<file path="config.mk">
export PLATFORM = sky130hd
export DESIGN_NAME = spi_cmd_sched_flat
export DESIGN_NICKNAME = d
export VERILOG_FILES = /design/src/rtl/spi_cmd_sched_if.sv /design/src/rtl/spi_cmd_sched.sv /design/src/flat_wrapper.sv
export SDC_FILE = /design/constraint.sdc
export NUM_CORES = 1
export LEC_CHECK = 0
export BUFFER_PORTS_ARGS = -buffer_cell sky130_fd_sc_hd__buf_2
export CAP_MARGIN = 20
export CELL_PAD_IN_SITES_DETAIL_PLACEMENT = 1
export CELL_PAD_IN_SITES_GLOBAL_PLACEMENT = 2
export CORE_MARGIN = 2
export CORE_UTILIZATION = 30
export DETAILED_ROUTE_END_ITERATION = 10
export GPL_ROUTABILITY_DRIVEN = 0
export GPL_TIMING_DRIVEN = 0
export PLACE_DENSITY = 0.74
export SLEW_MARGIN = 20
export SYNTH_ARGS = -nofsm -noshare
export SYNTH_HDL_FRONTEND = slang
export SYNTH_SLANG_ARGS = --single-unit
export TNS_END_PERCENT = 10
</file>
<file path="constraint.sdc">
create_clock -name clk -period 2.5 [get_ports clk]
set_clock_uncertainty 0.1 [all_clocks]
set_input_delay 0.375 -clock clk [delete_from_list [all_inputs] [get_ports clk]]
set_output_delay 0.375 -clock clk [all_outputs]
set_load 0.03 [all_outputs]
</file>
<file path="src/rtl/spi_cmd_sched_if.sv">
// Memory-side beat bus of the SPI command sequencer: one request/acknowledge
// handshake per beat, read data valid in the acknowledge cycle.
interface spi_cmd_sched_if;
    logic        bus_req;
    logic        bus_we;
    logic [23:0] bus_addr;
    logic [15:0] bus_wdata;
    logic        bus_ack;
    logic [15:0] bus_rdata;

    // Sequencer side: issues beats, receives acknowledges.
    modport master (
        output bus_req,
        output bus_we,
        output bus_addr,
        output bus_wdata,
        input  bus_ack,
        input  bus_rdata
    );

    // Memory side: answers beats.
    modport slave (
        input  bus_req,
        input  bus_we,
        input  bus_addr,
        input  bus_wdata,
        output bus_ack,
        output bus_rdata
    );
endinterface

</file>
<file path="src/rtl/spi_cmd_sched.sv">
// Command sequencer behind the 64-bit SPI peek shifter. Detects frame end on
// the raw slave select, decodes the latched command word, runs a burst of
// write/read/check beats on the req/ack bus and publishes a status image that
// the shifter loads at the start of the next frame.
module spi_cmd_sched #(
    parameter int unsigned TIMEOUT = 255
) (
    input  logic        clk,
    input  logic        rst_n,
    input  logic        sel_n,
    input  logic [63:0] cmd_word,
    output logic [63:0] status_word,
    output logic        busy,
    spi_cmd_sched_if.master bus
);

    typedef enum logic [2:0] {
        S_IDLE,
        S_CAPTURE,
        S_ISSUE,
        S_WAIT_ACK,
        S_DONE
    } state_e;

    localparam logic [3:0]  OP_WRITE = 4'd1;
    localparam logic [3:0]  OP_READ  = 4'd2;
    localparam logic [3:0]  OP_CHECK = 4'd3;
    // One bit wider than the counter so TIMEOUT = 65535 compares cleanly.
    localparam logic [16:0] TMO_LIM  = 17'(TIMEOUT);

    state_e      state_q,     state_d;
    logic [2:0]  sync_q,      sync_d;
    logic [3:0]  op_q,        op_d;
    logic [15:0] pattern_q,   pattern_d;
    logic [23:0] addr_q,      addr_d;
    logic [3:0]  beats_q,     beats_d;
    logic [15:0] tmo_cnt_q,   tmo_cnt_d;
    logic        req_q,       req_d;
    logic        we_q,        we_d;
    logic [23:0] baddr_q,     baddr_d;
    logic [15:0] wdata_q,     wdata_d;
    logic        busy_q,      busy_d;
    logic        done_q,      done_d;
    logic        overrun_q,   overrun_d;
    logic        timeout_q,   timeout_d;
    logic [3:0]  last_op_q,   last_op_d;
    logic [7:0]  mism_q,      mism_d;
    logic [15:0] last_rd_q,   last_rd_d;
    logic [15:0] csum_q,      csum_d;
    logic [15:0] seq_q,       seq_d;
    logic [63:0] status_q,    status_d;

    logic        frame_end;
    logic        ack_seen;
    logic [3:0]  cmd_op;
    logic        cmd_unused;

    // Bits [2:1] are the two oldest synchronizer stages: 0 then 1 is a
    // rising edge of slave select, i.e. the end of a frame.
    assign frame_end  = (sync_q[2:1] == 2'b01);
    // An acknowledge only counts while a beat is actually outstanding.
    assign ack_seen   = bus.bus_ack && req_q;
    assign cmd_op     = cmd_word[63:60];
    assign cmd_unused = ^cmd_word[15:0];

    // Next-state, datapath and status computation.
    always_comb begin
        // NOTE: every target gets a default before the case so that no path
        // leaves a variable unassigned, which would infer a latch.
        state_d   = state_q;
        sync_d    = {sync_q[1:0], sel_n};
        op_d      = op_q;
        pattern_d = pattern_q;
        addr_d    = addr_q;
        beats_d   = beats_q;
        tmo_cnt_d = tmo_cnt_q;
        req_d     = req_q;
        we_d      = we_q;
        baddr_d   = baddr_q;
        wdata_d   = wdata_q;
        busy_d    = busy_q;
        done_d    = done_q;
        overrun_d = overrun_q;
        timeout_d = timeout_q;
        last_op_d = last_op_q;
        mism_d    = mism_q;
        last_rd_d = last_rd_q;
        csum_d    = csum_q;
        seq_d     = seq_q;

        unique case (state_q)
            S_IDLE: begin
                if (frame_end) state_d = S_CAPTURE;
            end

            S_CAPTURE: begin
                seq_d     = seq_q + 16'd1;
                last_op_d = cmd_op;
                if (cmd_op == OP_WRITE || cmd_op == OP_READ || cmd_op == OP_CHECK) begin
                    op_d      = cmd_op;
                    beats_d   = cmd_word[59:56];
                    addr_d    = cmd_word[55:32];
                    pattern_d = cmd_word[31:16];
                    csum_d    = 16'd0;
                    mism_d    = 8'd0;
                    timeout_d = 1'b0;
                    overrun_d = 1'b0;
                    done_d    = 1'b0;
                    busy_d    = 1'b1;
                    state_d   = S_ISSUE;
                end else begin
                    // NOP (and reserved opcodes): clear the error flags only.
                    overrun_d = 1'b0;
                    timeout_d = 1'b0;
                    state_d   = S_DONE;
                end
            end

            S_ISSUE: begin
                req_d     = 1'b1;
                we_d      = (op_q == OP_WRITE);
                baddr_d   = addr_q;
                wdata_d   = pattern_q;
                tmo_cnt_d = 16'd0;
                state_d   = S_WAIT_ACK;
            end

            S_WAIT_ACK: begin
                if (ack_seen) begin
                    req_d = 1'b0;
                    if (op_q != OP_WRITE) begin
                        csum_d    = csum_q ^ bus.bus_rdata;
                        last_rd_d = bus.bus_rdata;
                    end
                    if (op_q == OP_CHECK && bus.bus_rdata != pattern_q && mism_q != 8'hFF) begin
                        mism_d = mism_q + 8'd1;
                    end
                    addr_d = addr_q + 24'd1;
                    if (beats_q == 4'd0) begin
                        state_d = S_DONE;
                    end else begin
                        beats_d = beats_q - 4'd1;
                        state_d = S_ISSUE;
                    end
                end else if ({1'b0, tmo_cnt_q} + 17'd1 == TMO_LIM) begin
                    // Abort: remaining beats are abandoned.
                    req_d     = 1'b0;
                    timeout_d = 1'b1;
                    done_d    = 1'b1;
                    busy_d    = 1'b0;
                    state_d   = S_IDLE;
                end else begin
                    tmo_cnt_d = tmo_cnt_q + 16'd1;
                end
            end

            S_DONE: begin
                done_d  = 1'b1;
                busy_d  = 1'b0;
                state_d = S_IDLE;
            end

            default: state_d = S_IDLE;
        endcase

        // A frame that ends while a command is in flight is dropped; this
        // takes priority over the flag clear performed in CAPTURE.
        if (frame_end && state_q != S_IDLE) overrun_d = 1'b1;

        // Built from next-state values so the status word reflects an ack
        // on the very next cycle.
        status_d = {busy_d, overrun_d, timeout_d, done_d, last_op_d,
                    mism_d, last_rd_d, csum_d, seq_d};
    end

    // State, datapath and registered outputs.
    always_ff @(posedge clk or negedge rst_n) begin
        if (!rst_n) begin
            state_q   <= S_IDLE;
            sync_q    <= 3'b111;
            op_q      <= 4'd0;
            pattern_q <= 16'd0;
            addr_q    <= 24'd0;
            beats_q   <= 4'd0;
            tmo_cnt_q <= 16'd0;
            req_q     <= 1'b0;
            we_q      <= 1'b0;
            baddr_q   <= 24'd0;
            wdata_q   <= 16'd0;
            busy_q    <= 1'b0;
            done_q    <= 1'b0;
            overrun_q <= 1'b0;
            timeout_q <= 1'b0;
            last_op_q <= 4'd0;
            mism_q    <= 8'd0;
            last_rd_q <= 16'd0;
            csum_q    <= 16'd0;
            seq_q     <= 16'd0;
            status_q  <= 64'd0;
        end else begin
            // NOTE: non-blocking assignments so every flop samples the
            // pre-edge value of its inputs regardless of statement order.
            state_q   <= state_d;
            sync_q    <= sync_d;
            op_q      <= op_d;
            pattern_q <= pattern_d;
            addr_q    <= addr_d;
            beats_q   <= beats_d;
            tmo_cnt_q <= tmo_cnt_d;
            req_q     <= req_d;
            we_q      <= we_d;
            baddr_q   <= baddr_d;
            wdata_q   <= wdata_d;
            busy_q    <= busy_d;
            done_q    <= done_d;
            overrun_q <= overrun_d;
            timeout_q <= timeout_d;
            last_op_q <= last_op_d;
            mism_q    <= mism_d;
            last_rd_q <= last_rd_d;
            csum_q    <= csum_d;
            seq_q     <= seq_d;
            status_q  <= status_d;
        end
    end

    assign bus.bus_req   = req_q;
    assign bus.bus_we    = we_q;
    assign bus.bus_addr  = baddr_q;
    assign bus.bus_wdata = wdata_q;
    assign busy          = busy_q;
    assign status_word   = status_q;

endmodule
</file>
<file path="src/flat_wrapper.sv">
// flat-port wrapper written by rule: the top's interface ports become plain ports
module spi_cmd_sched_flat 
#(
    parameter int unsigned TIMEOUT = 255
)
  (clk, rst_n, sel_n, cmd_word, status_word, busy, bus_bus_req, bus_bus_we, bus_bus_addr, bus_bus_wdata, bus_bus_ack, bus_bus_rdata);
  spi_cmd_sched_if bus_i ();
  input  logic clk;
  input  logic rst_n;
  input  logic sel_n;
  input  logic [63:0] cmd_word;
  output logic [63:0] status_word;
  output logic busy;
  output wire logic [$bits(bus_i.bus_req)-1:0] bus_bus_req;
  output wire logic [$bits(bus_i.bus_we)-1:0] bus_bus_we;
  output wire logic [$bits(bus_i.bus_addr)-1:0] bus_bus_addr;
  output wire logic [$bits(bus_i.bus_wdata)-1:0] bus_bus_wdata;
  input wire logic [$bits(bus_i.bus_ack)-1:0] bus_bus_ack;
  input wire logic [$bits(bus_i.bus_rdata)-1:0] bus_bus_rdata;
  assign bus_bus_req = bus_i.bus_req;
  assign bus_bus_we = bus_i.bus_we;
  assign bus_bus_addr = bus_i.bus_addr;
  assign bus_bus_wdata = bus_i.bus_wdata;
  assign bus_i.bus_ack = bus_bus_ack;
  assign bus_i.bus_rdata = bus_bus_rdata;
  spi_cmd_sched #(.TIMEOUT(TIMEOUT)) u_core (.clk(clk), .rst_n(rst_n), .sel_n(sel_n), .cmd_word(cmd_word), .status_word(status_word), .busy(busy), .bus(bus_i));
endmodule
</file>
; Yosys cells after proc, flatten, opt, wreduce, memory -nomap -nowiden
; Index checks and enable logic that the tools add are counted.
[totals]
output_inout_bits = 107
register_bits = 240
elab_cells = 111
input_bits = 84
[op_classes]
n_reduce_logical = 17
bitwise = 1
n_eq_ne = 21
n_addsub = 6
mux = 45
[op_table]
columns = operator, count
row1 = $mux W16, 9
row2 = $pmux W16 S2, 2
row3 = $mux W24, 2
row4 = $pmux W24 S2, 1
row5 = $add A16 B1 Y16 const B, 2
row6 = $add A24 B1 Y24 const B, 1
row7 = $mux W8, 3
row8 = $add A16 B1 Y17 const B, 1
row9 = $eq A17 B8 Y1 const B, 1
row10 = $mux W4, 4
row11 = $ne A16 B16 Y1, 1
row12 = $pmux W8 S2, 1
row13 = $xor A16 B16 Y16, 1
row14 = $mux W3, 5
row15 = $eq A4 B2 Y1 const B, 3
row16 = $mux W1, 12
row17 = $pmux W3 S4, 1
row18 = $add A8 B1 Y8 const B, 1
row19 = $eq A4 B1 Y1 const B, 2
row20 = $ne A8 B8 Y1 const B, 1
row21 = $pmux W4 S2, 1
row22 = $eq A3 B2 Y1 const B, 2
row23 = $ne A2 B1 Y1 const B, 3
row24 = $ne A2 B2 Y1 const B, 3
row25 = 17 further kinds, 27

; Depth between registers and ports, before layout
; Gate-level depths: netlist of run 1.
[logic_depth]
ltp_word = 6
depth_mapped = 10
mapped_depth_nobuf = 8

; Least setup slack after synthesis of run 1
; No wires, ideal clock.
[synth_path]
path_type = register to register
from = reg u_core.tmo_cnt_q[1]
to = reg u_core.tmo_cnt_q[2]
setup_ps = 124
period_less_slack_ps = 2508
t_required_ps = 2276
n_path_buf = 1
path_stages_with_launch = 10
slack_ps = -8
arrival_ps = 2284
path_cell_list = dfrtp_1 ha_1 buf_2 nand3_1 nor3_2 nand4_1 a211oi_1 a31oi_2 nor3b_1 a211o_1
[synth_between]
elab_chain_len = 4
word_cells_on_any_way = 8
classes_between = add/sub: 2 / eq/ne: 2 / mux: 3 / reduce/logical: 1
[synth_rtl]
columns = element, line
row1 = "start, declared", spi_cmd_sched.sv:37  ; logic [15:0] tmo_cnt_q, tmo_cnt_d;
row2 = "start signal, assigned", spi_cmd_sched.sv:209  ; tmo_cnt_q <= tmo_cnt_d;
row3 = $add A16 B1 Y17 / $add A16 B1 Y16 (equally long branches), "spi_cmd_sched.sv:145, spi_cmd_sched.sv:153"
row4 = $eq A17 B8 Y1 / $mux W16 (equally long branches), spi_cmd_sched.sv:145  ; end else if ({1'b0, tmo_cnt_q} + 17'd1 == TMO_LIM) begin
row5 = $ne A2 B2 Y1 (no source line) / $mux W16 (equally long branches), -
row6 = $reduce_and A3 Y1 (no source line) / $pmux W16 S2 (equally long branches), -
; Parallel ways exist; a longest one is shown, timed or not. The select of a mux whose other input is x is not followed.
; A chain may end at the register's enable or synchronous reset.

; Worst setup path after layout of run 1
; Same ends and word-level chain as after synthesis.

==> metrics.txt, run 1 <==
CTS Root Cell=clkbuf_16; starting density of the core=0.3047; Congestion Overflow GR=0; vias per inst=5.004; # DRC=0; Pre-antenna DRT Iters=4; EDFF count, synth=0; Die X=171.7 µm; final hold violation count=0; delay-heaviest family, CP=compound AO/OA/AOI/OAI gates; Cells after Synth=844; H-tree depth=4; Crit. Startpoint=u_core.tmo_cnt_q[1]; largest net degree at the start of global routing=86; final-report max-slew violation count=0; synthesis-to-layout area growth=28.27%; Skew-Pair Late Insertion Delay=450 ps; asr flop ratio synth=1.000; min cycle time layout=2468 ps; Least-Margin Pin Slew=828.9 ps; Slowest Stage Delay on Critical Path=450 ps; post-synth top area cell=dfrtp_1; die height=171.7 µm; CTS tree=done; DP Wirelength=19600 µm; standby leakage power=4.973 nW; final hold slack=56.54 ps; # clock sinks=176; largest cells by area after synthesis=dfrtp_1 51%, mux2_2 8.1%, nand2_1 5.1%; synthesis warning total=0; Max Fanout on Critical Path=5; R2R Setup Slk=30 ps; iteration-0 DRC count of the detailed router=338; post-synth top area share=0.5129; clock-pin slew on the worst setup and hold paths=90 ps; first-pass GRT wire length=43280 µm; drt total wl=27600 µm; most frequent cell after synthesis=dfrtp_1; vias in the first global route=7570; max frequency=405.3 MHz; number of synthesized register bits=176; ratio of cells with drive above 1 in the final layout=0.3368; Multi-input gate area=3909 µm²; crit share post-route=0.9870; CTS max path bufs=2; Post-Syn Area=8441 µm²; WS Path Type=reg2reg; Storage cell area=4412 µm²; Setup TNS=0 ps; Yosys cell types=65; VDD IR max=0.5332 mV; # fillers=3192; final net count=1143; CP required=2720 ps; RSZ-0062 raised after global routing=true; max-cap check violation count=0; Avg WL per Cell=19.06 µm; relative slew slack=0.4431; cells along the critical path=ha_4 > buf_6 > and4b_1 > o211ai_1 > a31oi_4 > and4_4 > a31oi_4 > buf_6 > a21oi_2 > a211o_1; status=complete, no violations; syn avg cell area=10.00 µm²; CP endpoint kind=flip-flop; Rows=61; Hold Path Origin=cmd_word[22]; Synth Flop Type=dfrtp_1; antenna-violating nets left=0; # setup viols final=0; Power Density=1266 nW/µm²; CTS buffer count=17; CP max-delay cell=dfrtp_2; Buf/Inv on CP=2; CP startpoint kind=flip-flop; initial antenna violation count=5; Tot GR Track Use=0.1902; reg-to-reg critical path startpoint=u_core.tmo_cnt_q[1]; Core ar.=27710 µm²; most common library cells after synthesis=173 x dfrtp_1, 115 x nand2_1, 75 x o21ai_0; Port Buffers=174; I/O pin cnt=191; full die area=29490 µm²; vias=7246; hold crit path type=in2reg; post-synthesis sequential area ratio=0.5222; Post-Syn Nets=934; Worst Path Arrival=2690 ps
-- routing by layer --
| metal | vias up | GRT usage | routed length (µm) |
|---|---|---|---|
| met3 | 24 | 0.05430 | 1726 |
| met5 | - | 0 | 13 |
| met2 | 174 | 0.3003 | 12680 |
| li1 | 3436 | - | - |
| met4 | 2 | 0.04932 | 348 |
| met1 | 3610 | 0.2561 | 12830 |
-- layout make-up --
cell class / instances / area share
Antenna cell: 4 / 0.0009245
Inverter: 18 / 0.006241
Sequential cell: 176 / 0.4075
Tap cell: 378 / 0.04368
Clock buffer: 17 / 0.03929
Buffer: 55 / 0.02635
Timing Repair Buffer: 191 / 0.09777
Clock inverter: 15 / 0.01722
Multi-Input combinational cell: 594 / 0.3610
-- report_power, final --
part           total [W]  leakage [nW]  internal [W]  switching [W]
combinational    0.00621          2.49       0.00211        0.00410
clock            0.00277         0.288       0.00136        0.00141
sequential       0.00473          2.19       0.00390       0.000827
-- layout by cell type, fill, tap and decap left out, types with 9 or more instances in the layout --
master	synthesis	layout
clkbuf_2	0	18
buf_4	5	16
buf_2	10	183
clkbuf_1	36	16
and3_1	9	9
a21oi_1	68	67
dfrtp_1	173	170
nand3_1	33	31
nor2_1	46	42
clkbuf_16	0	17
inv_1	18	18
xnor2_1	26	25
nand4_1	17	17
o21ai_0	75	73
mux2_2	61	61
o22ai_1	14	14
xor2_1	11	11
nand2_1	115	114
nor3_1	14	12
-- worst paths after layout --
| path | end | cells after the start |
|---|---|---|
| worst max-delay path | u_core.tmo_cnt_q[2] | 10 |
| worst min-delay path | u_core.pattern_q[6] | 2 |
| worst max register to register | u_core.tmo_cnt_q[2] | 10 |
| worst min register to register | u_core.sync_q[1] | 0 |
| max in group asynchronous | u_core.csum_q[9] | 4 |
| min in group asynchronous | u_core.seq_q[14] | 2 |
-- cell families after synthesis --
| family | synth area share |
|---|---|
| DFF | 0.5222 |
| muxes | 0.08850 |
| and+or+nand+nor | 0.1637 |
| adders and majority gates | 0.008894 |
| buffers and inverters | 0.03750 |
| AOI/OAI and AO/OA | 0.1408 |
| xor gates and xnor gates | 0.03839 |
-- per-stage QoR --
step / power [W] / setup WS, ps / std cells / utilization / cell area, µm²
6_report: 0.01370 / 32.40 / 1448 / 0.3908 / 10830
4_1_cts: 0.01369 / -111.0 / 1431 / 0.3799 / 10530
5_1_grt: 0.01466 / -137.7 / 1445 / 0.3905 / 10820
2_1_floorplan: 0.008653 / 79.93 / 844 / - / 8446
3_3_place_gp: 0.01069 / -2146 / 1396 / 0.3533 / 9789
3_5_place_dp: 0.01082 / -736.4 / 1398 / 0.3557 / 9854
-- what timing repair did --
action | 4_1_cts | 5_1_grt
hold buffers | 2 | 0
endpoints found under the hold margin | 39 | 0
pin swaps | 3 | 20
gates cloned | 0 | 2
endpoints found under the setup margin | 80 | 99
resized for setup | 21 | 58
setup buffers | 0 | 11
-- state kept, by name, summed over array words and instances, names as in the netlist, 7 cells and up --
signal,cells
u_core.tmo_cnt_q,16
u_core.last_rd_q,15
u_core.seq_q,15
u_core.bus.bus_addr,24
u_core.addr_q,24
u_core.mism_q,7
u_core.csum_q,15
u_core.status_word,8
u_core.pattern_q,16
u_core.bus.bus_wdata,16
Note: power is estimated with default switching activity, not from simulation.
==> run 2: changes to the inputs <==
--- a/config.mk
+++ b/config.mk
@@ -5,16 +5,17 @@
 export SDC_FILE = /design/constraint.sdc
 export NUM_CORES = 1
 export LEC_CHECK = 0
+export ABC_AREA = 1
 export BUFFER_PORTS_ARGS = -buffer_cell sky130_fd_sc_hd__buf_2
 export CAP_MARGIN = 20
 export CELL_PAD_IN_SITES_DETAIL_PLACEMENT = 1
 export CELL_PAD_IN_SITES_GLOBAL_PLACEMENT = 2
 export CORE_MARGIN = 2
-export CORE_UTILIZATION = 30
+export CORE_UTILIZATION = 29
 export DETAILED_ROUTE_END_ITERATION = 10
 export GPL_ROUTABILITY_DRIVEN = 0
 export GPL_TIMING_DRIVEN = 0
-export PLACE_DENSITY = 0.74
+export PLACE_DENSITY = 0.75
 export SLEW_MARGIN = 20
 export SYNTH_ARGS = -nofsm -noshare
 export SYNTH_HDL_FRONTEND = slang
==> run 2 against run 1 <==
Against the previous run:
- sequential share of layout area fell by 0.40 points
- fmax grew 6.4%
- cell count rose by 16%
- clock power up 9.0%
- synthesized area is 4.5% higher
- combinational power is 17% lower
- via count up 9.9%
- first-iteration DRC count decreased by 26%
- sequential power decreased by 3%
- largest power group unchanged
- highest routed layer unchanged
==> metrics.txt, run 2 <==
status=complete, no violations; Final Total Pwr=0.01273 W (-7.1%); starting density of the core=0.2961 (-0.008528); full die area=31840 µm² (+7.9%); CTS max path bufs=2 (unchanged); dpl ws=-114.4 ps (+622.1 ps); reg-to-reg critical path startpoint=u_core.addr_q[1]; relative slew slack=0.5049 (+0.06173); max frequency=431.4 MHz (+6.4%); largest cells by area after synthesis=dfrtp_1 49%, nand2_1 11%, o21ai_0 7.1%; Congestion Overflow GR=0 (unchanged); CP required=2720 ps (about the same); syn avg cell area=8.185 µm² (-18%); Yosys cell types=50 (-23%); postcts setup bufs=0 (unchanged); Slowest Stage Delay on Critical Path=430 ps (-20 ps); EDFF count, synth=0 (unchanged); CP endpoint kind=flip-flop; die height=178.4 µm (+3.9%); CP startpoint kind=flip-flop; synthesis-to-layout area growth=23.84%; delay-heaviest family, CP=simple AND/OR/NAND/NOR gates; Hold Path Depth=3 (+1); antenna-violating nets left=0 (unchanged); Avg WL per Cell=17.32 µm (-9.1%); RSZ-0062 raised after global routing=true; Power Density=1165 nW/µm² (-8.0%); final net count=1364 (+19%); Hold Path Origin=cmd_word[24]; Tot GR Track Use=0.1887 (-0.001499); FF-to-FF path depth=9 (-1); hold crit path type=in2reg; Skew-Pair Late Insertion Delay=450 ps (about the same); Pre-antenna DRT Iters=5 (+1); min cycle time layout=2318 ps (-149.3 ps); cells along the critical path=nand3_1 > nor3_1 > nand3_1 > nor2_1 > nand3_1 > nand2_1 > nand2_1 > nor2_1 > o22ai_1; Cells after Synth=1078 (+28%); iteration-0 DRC count of the detailed router=251 (-26%); Post-Syn Nets=1168 (+25%); Post-Syn Area=8823 µm² (+4.5%); first-pass GRT wire length=46510 µm (+7.4%); Buf/Inv on CP=0 (-2); vias in the first global route=8345 (+10%); vias per inst=4.740 (-5.3%); setup ws final=181.7 ps (+149.3 ps); Synth Flop Type=dfrtp_1; vias=7963 (+9.9%); routed wl met2=13730 µm (+8.3%); DP Wirelength=21510 µm (+9.8%); post-synthesis sequential area ratio=0.4996 (-0.02266); H-tree depth=4 (unchanged); Metal-1 WL=13290 µm (+3.6%); largest net degree at the start of global routing=90 (+4.7%); standby leakage power=5.393 nW (+8.5%); CTS tree=done; clock-pin slew on the worst setup and hold paths=70 ps (-20 ps); Worst Path Arrival=2540 ps (-150 ps); post-synth top area cell=dfrtp_1; # clock sinks=176 (unchanged); synthesis warning total=0 (unchanged); # setup viols final=0 (unchanged); Met3 Wirelength=1693 µm (-1.9%); Setup TNS=0 ps (unchanged); most frequent cell after synthesis=nand2_1; ratio of cells with drive above 1 in the final layout=0.2160 (-0.1208); drt total wl=29100 µm (+5.4%); number of synthesized register bits=176 (unchanged); most frequent cells in the layout=263 x nand2_1, 178 x buf_2, 172 x dfrtp_1; initial antenna violation count=3 (-2); Hold Path Sink=u_core.pattern_q[8]; Least-Margin Pin Slew=740.0 ps (-88.95 ps); Core ar.=29800 µm² (+7.5%); Port Buffers=174 (unchanged); WS Path Type=reg2reg; commonest non-fill, non-tap cell in the layout=nand2_1; max-cap check violation count=0 (unchanged); CTS Root Cell=clkbuf_16; CP max-delay cell=nor3_1; final hold violation count=0 (unchanged); DR top layer=met5; Die X=178.4 µm (+3.9%); post-synth top area share=0.4906 (-0.02226); worst flop-to-flop path endpoint=u_core.addr_q[23]; Rows=63 (+3.3%); I/O pin cnt=191 (unchanged); # DRC=0 (unchanged); VDD IR max=0.4475 mV (-16%); CTS buffer count=17 (unchanged); final-report max-slew violation count=0 (unchanged); most numerous cell on the critical path=nand3_1; R2R Setup Slk=180 ps (+150 ps); Max Fanout on Critical Path=6 (+1); most common library cells after synthesis=263 x nand2_1, 173 x dfrtp_1, 126 x o21ai_0; crit share post-route=0.9273 (-0.05973); asr flop ratio synth=1.000 (unchanged)
run 2: logic make-up after synthesis:
group	Yosys count	share of synthesized area
simple gates	482	0.2401
mux	2	0.002552
flops	176	0.4996
xor+xnor	42	0.04254
fa+ha+maj	6	0.008508
compound gates	199	0.1265
buf+inv	171	0.08026
run 2: repair_timing:
action,in CTS,in global routing
setup endpoints to repair,14,28
gates cloned,0,0
gates resized for setup,3,12
hold buffers,2,0
hold endpoints to repair,85,0
run 2: worst max-delay path by stage:
stage                             start              endpoint  slack (ps)  cells after the start
global route        u_core.tmo_cnt_q[0]    u_core.bus.bus_req         -20                     14
detailed placement       u_core.op_q[3]  u_core.last_rd_q[14]        -110                      7
floorplan              u_core.mism_q[0]      u_core.mism_q[2]         530                     12
finish                 u_core.addr_q[1]     u_core.addr_q[23]         180                      9
CTS                   u_core.state_q[2]      u_core.addr_q[6]          50                     11
global placement                  rst_n       u_core.seq_q[5]       -2320                      1
run 2: final cells by class:
cell class,count,area [µm²]
Fill cell,3681,18870
Sequential cell,176,4409
Multi-Input combinational cell,731,3732
Timing Repair Buffer,177,928.4
Tap cell,390,488.0
Inverter,129,484.2
Clock buffer,19,452.9
Buffer,42,230.2
Clock inverter,13,193.9
Antenna cell,3,7.507
run 2: stage by stage:
| stage | cells | area (µm²) | utilization | hold WS (ps) |
|---|---|---|---|---|
| after floorplan | 1078 | 8823 | - | -20.59 |
| after global placement | 1642 | 10180 | 0.3417 | 246.7 |
| after detailed placement | 1643 | 10220 | 0.3430 | 247.5 |
| after CTS | 1677 | 10890 | 0.3656 | 27.75 |
| after global routing | 1678 | 10920 | 0.3665 | 48.61 |
| final | 1680 | 10930 | 0.3667 | 42.42 |
run 2: per-layer routing:
metal  track usage  vias up
li1              -     3882
met1        0.2455     3896
met2        0.3152      156
met3       0.04774       27
met4       0.04268        2
met5             0        -
run 2: worst min-delay path, stage by stage:
cell     delay [ps]
buf_2            80
nand2_1          40
o21ai_0          60
run 2: power breakdown:
part           switching (W)  total (W)  internal, W
clock                0.00134    0.00302      0.00168
combinational        0.00358    0.00515      0.00157
sequential          0.000720    0.00457      0.00385
==> run 3: changes to the inputs <==
--- a/config.mk
+++ b/config.mk
@@ -15,6 +15,7 @@
 export DETAILED_ROUTE_END_ITERATION = 10
 export GPL_ROUTABILITY_DRIVEN = 0
 export GPL_TIMING_DRIVEN = 0
+export MAX_ROUTING_LAYER = met4
 export PLACE_DENSITY = 0.75
 export SLEW_MARGIN = 20
 export SYNTH_ARGS = -nofsm -noshare
==> run 3 against run 2 <==
Against the previous run:
- utilization about the same
- combinational power about the same
- power about the same
- fmax up 0.79%
- critical path depth up 3
- clock-buffer cell count unchanged
- non-clock buffer count unchanged
- first-iteration DRC count up 16%
- register-to-register slack better by 20 ps
- sequential share of layout area about the same
- cell area about the same
- sequential power about the same
==> metrics.txt, run 3 (same netlist as run 2, synthesis figures left out) <==
dpl cell area=10220 µm² (unchanged); vias in the first global route=8364 (+0.23%); Seq pwr share=0.359 (about the same); CTS buffer count=17 (unchanged); Skew-Pair Late Insertion Delay=440 ps (about the same); drt total wl=29080 µm (about the same); Multi-input gate area=3732 µm² (unchanged); Hold Path Depth=3 (unchanged); ratio of cells with drive above 1 in the final layout=0.2160 (unchanged); max-cap check violation count=0 (unchanged); # clock sinks=176 (unchanged); # fillers=3682 (+0.027%); I/O pin cnt=191 (unchanged); final-report max-slew violation count=0 (unchanged); vias=7959 (-0.050%); Storage cell area=4409 µm² (unchanged); Avg WL per Cell=17.30 µm (-0.11%); sw power=0.005633 W (about the same); Max Fanout on Critical Path=10 (+4); most frequent cells in the layout=263 x nand2_1, 178 x buf_2, 172 x dfrtp_1; Worst Path Arrival=2530 ps (about the same); Least-Margin Pin Slew=748.6 ps (+8.673 ps); CTS tree=done; VDD IR max=0.4458 mV (-0.40%); RSZ-0062 raised after global routing=true; crit share post-route=0.9200 (-0.007278); vias per inst=4.735 (-0.11%); initial antenna violation count=3 (unchanged); Die X=178.4 µm (unchanged); M1 GR Usage=0.2458 (+0.0002683); placed cells=1643 (unchanged); fin cells=1681 (+0.060%); GR Util met2=0.3150 (about the same); combinational fraction of design power=0.405 (about the same); Core ar.=29800 µm² (unchanged); gr busiest metal=met2; starting density of the core=0.2961 (unchanged); clock-pin slew on the worst setup and hold paths=80 ps (about the same); WS Path Type=reg2reg; Rows=63 (unchanged); final core occ=0.3668 (about the same); CP startpoint kind=flip-flop; Port Buffers=174 (unchanged); max frequency=434.8 MHz (+0.79%); # DRC=0 (unchanged); DP Wirelength=21510 µm (unchanged); standby leakage power=5.393 nW (about the same); Switching Fraction=0.4426 (about the same); Tot GR Track Use=0.1944 (+0.005712); full die area=31840 µm² (unchanged); commonest non-fill, non-tap cell in the layout=nand2_1; min cycle time layout=2300 ps (-18.20 ps); final hold violation count=0 (unchanged); status=complete, no violations; global routing met3 resource utilization=0.04838 (+0.0006394); CP required=2730 ps (about the same); largest net degree at the start of global routing=90 (unchanged); H-tree depth=4 (unchanged); final instance area=10930 µm² (about the same); relative slew slack=0.4991 (-0.005804); CP endpoint kind=flip-flop; final net count=1364 (unchanged); Congestion Overflow GR=0 (unchanged); CTS Root Cell=clkbuf_16; Power Density=1164 nW/µm² (about the same); hold crit path type=in2reg; Clk pwr share=0.237 (about the same); synthesis-to-layout area growth=23.87% (about the same); antenna-violating nets left=0 (unchanged); # setup viols final=0 (unchanged); P_int=0.007094 W (about the same); die height=178.4 µm (unchanged); Pre-antenna DRT Iters=4 (-1); FF-to-FF path depth=12 (+3); Final Total Pwr=0.01273 W (about the same); CTS max path bufs=2 (unchanged); iteration-0 DRC count of the detailed router=290 (+16%); first-pass GRT wire length=46490 µm (about the same)
[run 3: per-stage QoR]
step           setup TNS, ps  setup slack [ps]  hold WS (ps)
6_report                   0             199.9         43.38
5_1_grt               -80.12            -25.99         48.64
4_1_cts                    0             50.48         27.75
3_5_place_dp          -682.4            -114.4         247.5
3_3_place_gp         -399530             -2317         246.7
2_1_floorplan              0             533.3        -20.59
[run 3: power groups by stage]
stage	Combinational, W	Sequential [W]	Clock, W
after global routing	0.00572	0.00472	0.00319
after global placement	0.00511	0.00460	0
after detailed placement	0.00521	0.00463	0
after floorplan	0.00240	0.00558	0
final	0.00515	0.00456	0.00301
after CTS	0.00524	0.00458	0.00310
[run 3: timing repair]
| action | in CTS | in global routing |
|---|---|---|
| hold buffers | 2 | 0 |
| setup buffers | 0 | 0 |
| endpoints found under the setup margin | 14 | 28 |
| gates resized for setup | 3 | 12 |
| hold endpoints to repair | 85 | 0 |
[run 3: final cells by class]
| class | count | area share |
|---|---|---|
| flip-flops and latches | 176 | 0.4034 |
| clock inverters | 13 | 0.01774 |
| multi-input cells | 731 | 0.3415 |
| clock buffers | 19 | 0.04144 |
| repair buffers | 177 | 0.08495 |
| plain buffers | 42 | 0.02106 |
| diodes | 4 | 0.0009159 |
| inverters | 129 | 0.04430 |
| well taps | 390 | 0.04465 |
[run 3: final timing paths]
path,start,to,slack (ps)
max,u_core.tmo_cnt_q[0],u_core.tmo_cnt_q[10],200
min,cmd_word[23],u_core.pattern_q[7],40
max reg2reg,u_core.tmo_cnt_q[0],u_core.tmo_cnt_q[10],200
min reg2reg,u_core.sync_q[0],u_core.sync_q[1],270
max in group asynchronous,rst_n,u_core.seq_q[5],930
min in group asynchronous,rst_n,u_core.addr_q[12],430
[run 3: worst max-delay path, cell delays in order (launching register included)]
cell     delay, ps
dfrtp_1        430
ha_1           250
nand2_1        150
nor2_4          70
nand2_1        130
nand2_1         60
nand2_1        100
nand3_1        100
nor2_2         170
nand4_4        200
buf_2          260
nand4_1        110
nand2_1         60
[run 3: per-layer routing]
metal | share of wire | up-vias
met4 | 0.012 | 0
met3 | 0.056 | 25
li1 | - | 3877
met2 | 0.47 | 149
met5 | 0 | -
met1 | 0.46 | 3908
